$ cat src/rtl/updown_mod_counter.sv
// updown_mod_counter: parametrised up/down modulo counter with
// wrap/saturate mode, clamped load, TC flag and registered WRAP pulse.
// Optional compare output is enabled by defining COUNTER_CMP_EN.

module updown_mod_counter #(
    parameter int unsigned     WIDTH    = 8,
    parameter longint unsigned MODULUS  = 256,
    parameter bit              SATURATE = 1'b0
) (
    input  logic             CLOCK,
    input  logic             RESET,
    input  logic             ENABLE,
    input  logic             LOAD,
    input  logic             UP,
    input  logic [WIDTH-1:0] DATA,
`ifdef COUNTER_CMP_EN
    input  logic [WIDTH-1:0] CMP_VAL,
    output logic             CMP_MATCH,
`endif
    output logic [WIDTH-1:0] COUNT,
    output logic             TC,
    output logic             WRAP
);

    localparam logic [WIDTH-1:0] MAX  = WIDTH'(MODULUS - 64'd1);
    localparam logic [WIDTH-1:0] ZERO = '0;
    localparam logic [WIDTH-1:0] ONE  = {{(WIDTH-1){1'b0}}, 1'b1};

    logic [WIDTH-1:0] count_q;
    logic [WIDTH-1:0] count_d;
    logic             wrap_q;
    logic             wrap_d;
    logic             at_max;
    logic             at_zero;

    assign at_max  = (count_q == MAX);
    assign at_zero = (count_q == ZERO);

    // Next count: load (clamped to MAX) beats enable; ends wrap or saturate.
    always_comb begin
        count_d = count_q;
        wrap_d  = 1'b0;
        if (LOAD) begin
            count_d = (DATA > MAX) ? MAX : DATA;
        end else if (ENABLE) begin
            if (UP) begin
                if (at_max) begin
                    count_d = SATURATE ? MAX : ZERO;
                    wrap_d  = !SATURATE;
                end else begin
                    count_d = count_q + ONE;
                end
            end else begin
                if (at_zero) begin
                    count_d = SATURATE ? ZERO : MAX;
                    wrap_d  = !SATURATE;
                end else begin
                    count_d = count_q - ONE;
                end
            end
        end
    end

    // Count and wrap-pulse registers, cleared asynchronously.
    always_ff @(posedge CLOCK or posedge RESET) begin
        if (RESET) begin
            count_q <= ZERO;
            wrap_q  <= 1'b0;
        end else begin
            count_q <= count_d;
            wrap_q  <= wrap_d;
        end
    end

    assign COUNT = count_q;
    assign WRAP  = wrap_q;
    assign TC    = UP ? at_max : at_zero;

`ifdef COUNTER_CMP_EN
    logic cmp_match_q;
    logic cmp_match_d;

    // Compare against the next count so the flag aligns with COUNT.
    always_comb begin
        cmp_match_d = (count_d == CMP_VAL);
    end

    // Compare flag register.
    always_ff @(posedge CLOCK or posedge RESET) begin
        if (RESET) begin
            cmp_match_q <= 1'b0;
        end else begin
            cmp_match_q <= cmp_match_d;
        end
    end

    assign CMP_MATCH = cmp_match_q;
`endif

endmodule
$ cat config.mk
export PLATFORM = sky130hd
export DESIGN_NAME = updown_mod_counter
export DESIGN_NICKNAME = d
export VERILOG_FILES = /design/src/rtl/updown_mod_counter.sv
export SDC_FILE = /design/constraint.sdc
export NUM_CORES = 1
export LEC_CHECK = 0
export ABC_AREA = 1
export CORE_MARGIN = 3
export CORE_UTILIZATION = 44
export CTS_BUF_LIST = sky130_fd_sc_hd__clkbuf_4
export CTS_CLUSTER_SIZE = 40
export DETAILED_ROUTE_END_ITERATION = 16
export MAX_ROUTING_LAYER = met4
export PLACE_DENSITY = 0.81
export SLEW_MARGIN = 0
export SYNTH_ARGS = -nofsm -noshare
export SYNTH_HDL_FRONTEND = slang
export SYNTH_SLANG_ARGS = --single-unit
$ cat constraint.sdc
create_clock -name CLOCK -period 2.16 [get_ports CLOCK]
set_clock_uncertainty 0.1 [all_clocks]
set_input_delay 0.216 -clock CLOCK [delete_from_list [all_inputs] [get_ports CLOCK]]
set_output_delay 0.216 -clock CLOCK [all_outputs]
set_load 0.03 [all_outputs]
==> results by group <==
Power and ir drop
  – Power Density: 617 nW/um^2
  – P_leak: 0.544 nW
  – Max VDD drop: 0.477 mV

Clock network
  – H-tree levels: 1
  – CTS tree: built
  – Clock network latency to the later pin of the worst-skew pair: 270 ps
  – CTS Hold Bufs: 0
  – Longest Clk Path Bufs: 2
  – Cts bufs inserted: 3
  – # resized after CTS: 0
  – Sink Count: 9
  – Post-CTS setup buffer count: 0
  – CTS root buf: clkbuf_4
  – Clk slew on worst S/H paths: 70 ps

Yosys
  – Synth warn: 0
  – Syn nets: 151
  – Cell taking the most area after synthesis: dfrtp_1
  – Syn avg cell area: 6.65 um^2
  – Synth cell types: 24
  – Post-Synthesis Cells: 135
  – Yosys reg bits: 9
  – Netlist Area Pre-Place: 898 um^2
  – Synth top area cells: dfrtp_1 (25%), nand2_1 (17%), nand3_1 (8.9%)
  – Seq/Total Area, Yosys: 25.1%
  – Yosys top cell area share: 25.1%

STA
  – Fin crit share: 95.2%
  – Worst slew pin tran: 496 ps
  – Hold Fails Final Rpt: 0
  – Fin crit period: 2060 ps
  – Relative slew slack: 67.0%
  – Fmax: 486 MHz
  – RSZ-0062 raised after global routing: false
  – Setup TNS: 0 ps
  – Final Max Slew Viols: 0
  – # setup viols final: 0

Layout
  – Design area: 1140 um^2
  – Share of cells above drive strength 1: 12.1%
  – Area growth syn-to-layout: 26.7%
  – Antenna diodes: 0
  – NumNets Final: 174

Hold path
  – Hold Path Class: input pin to async pin

Worst setup path
  – Crit path from: COUNT[0]
  – Startpoint Class: flip-flop
  – Req. time, crit path: 1840 ps
  – Origin of the critical flop-to-flop path: COUNT[0]
  – CP Capture Type: output pin
  – WS Path Type: flip-flop to output pin
  – Max Fanout on Critical Path: 6
  – Critical path arrival: 1740 ps

Global route
  – Initial antenna violation count: 0
  – Global-route wire length before repair: 4.24 mm
  – GR Overflow Total: 0
  – Number of global-route vias before repair: 947
  – All-Layer GR Usage: 22.1%
  – Largest net degree at the start of global routing: 10

Placed design
  – GP Congestion: 0.909
  – Hpwl dp: 1.95 mm
  – Area after DPL: 1110 um^2
  – Number of port buffers: 22

Die
  – Num rows: 15
  – Placeable Area: 1820 um^2
  – Die area: 2620 um^2
  – Die X: 51.2 um
  – # IOs: 23
  – Initial cell density of the core: 49.3%
  – Die height: 51.2 um

Routing
  – WL final: 2.47 mm
  – Via Count: 1002
  – ANT nets after route: 0
  – WL per Instance: 13.6 um
  – DRC: 0
  – Pre-antenna DRT Iters: 4
  – DR iter-0 viols: 44
  – Vias per cell: 5.51

Status
  – Outcome: completed

Run
  – Max-cap viol count: 0
-- cell type report --
type                       instances  area (um^2)
multi-input combinational        107          576
tap                               25         31.3
fill                             176          682
timing repair buffer              22          218
inverter                          15         58.8
clock buffer                       4         30.0
sequential                         9          225
-- final timing paths --
| path | endpoint | slack [ps] | depth (start not counted) |
|---|---|---|---|
| worst min-delay path | WRAP | 110 | 2 |
| worst max register to register | COUNT[4] | 430 | 9 |
| max in group asynchronous | COUNT[4] | 1590 | 2 |
| min in group CLOCK | COUNT[1] | 450 | 3 |
| worst min register to register | COUNT[7] | 550 | 2 |
| worst max-delay path | TC | 100 | 7 |
-- where the power goes --
| part | switching [mW] | internal [mW] | leakage [nW] |
|---|---|---|---|
| clock network | 0.0676 | 0.0842 | 0.0184 |
| registers | 0.0548 | 0.188 | 0.110 |
| logic | 0.186 | 0.122 | 0.415 |
| total | 0.308 | 0.395 | 0.544 |
-- logic make-up after synthesis --
| family | count (synthesis) | synth area share [%] |
|---|---|---|
| xor gates and xnor gates | 3 | 2.93 |
| and+or+nand+nor | 83 | 44.8 |
| DFF | 9 | 25.1 |
| buffers and inverters | 19 | 10.9 |
| AOI/OAI and AO/OA | 18 | 12.1 |
| adders and majority gates | 3 | 4.18 |
-- sequential cells by signal (all words and copies together), names as in the netlist --
| register | flops |
|---|---|
| COUNT | 8 |
| WRAP | 1 |
-- critical path: stages, from the launching register on --
cell	delay [ps]
dfrtp_1	450
inv_1	200
ha_1	200
nand3_2	100
nor2_4	180
nor2_2	80
nor2_1	100
buf_4	160
-- cells in the mapped netlist, drive strengths merged --
| master | count |
|---|---|
| nand2 | 42 |
| nand3 | 17 |
| a22oi | 3 |
| nand4 | 3 |
| nor2 | 18 |
| ha | 3 |
| o221ai | 1 |
| buf | 4 |
| dfrtp | 9 |
| nand3b | 1 |
| a21oi | 2 |
| inv | 15 |
| o21ai | 12 |
| nor3 | 2 |
| xor2 | 3 |
-- per-layer routing --
layer  vias up  routed length [um]  global-route usage (%)
li1        488                   -                       -
met1       448                1080                    27.4
met2        56                1150                    35.6
met3        10                 178                    4.08
met4         0                  55                    8.07
met5         -                   0                       -
-- metrics by stage --
stage          total power [mW]  worst slack [ps]  utilization (%)  hold slack [ps]  cells
6_report                  0.703               103             62.5              110    182
4_1_cts                   0.697               120             62.5              126    182
5_1_grt                   0.744              5.13             62.5              164    182
3_3_place_gp              0.547               395             60.9              401    178
3_5_place_dp              0.548               418             60.9              413    178
2_1_floorplan             0.452               250                -            -56.1    135
-- cell usage in the layout (no fill, tap or decap) --
master	count
dfrtp_1	9
inv_1	13
clkdlybuf4s50_1	21
clkbuf_4	4
o221ai_1	1
nand4_1	3
nand2_4	2
buf_4	1
nor2_4	1
inv_4	1
nand3_1	16
o21ai_0	7
nand3_2	1
nor2_2	5
o21ai_1	5
inv_2	1
ha_1	3
nor2_8	1
a21oi_2	2
xor2_1	3
nor2_1	11
a22oi_1	3
nand3b_1	1
nand2_1	40
nor3_1	2
No activity file was read; power rests on OpenSTA's default activity.
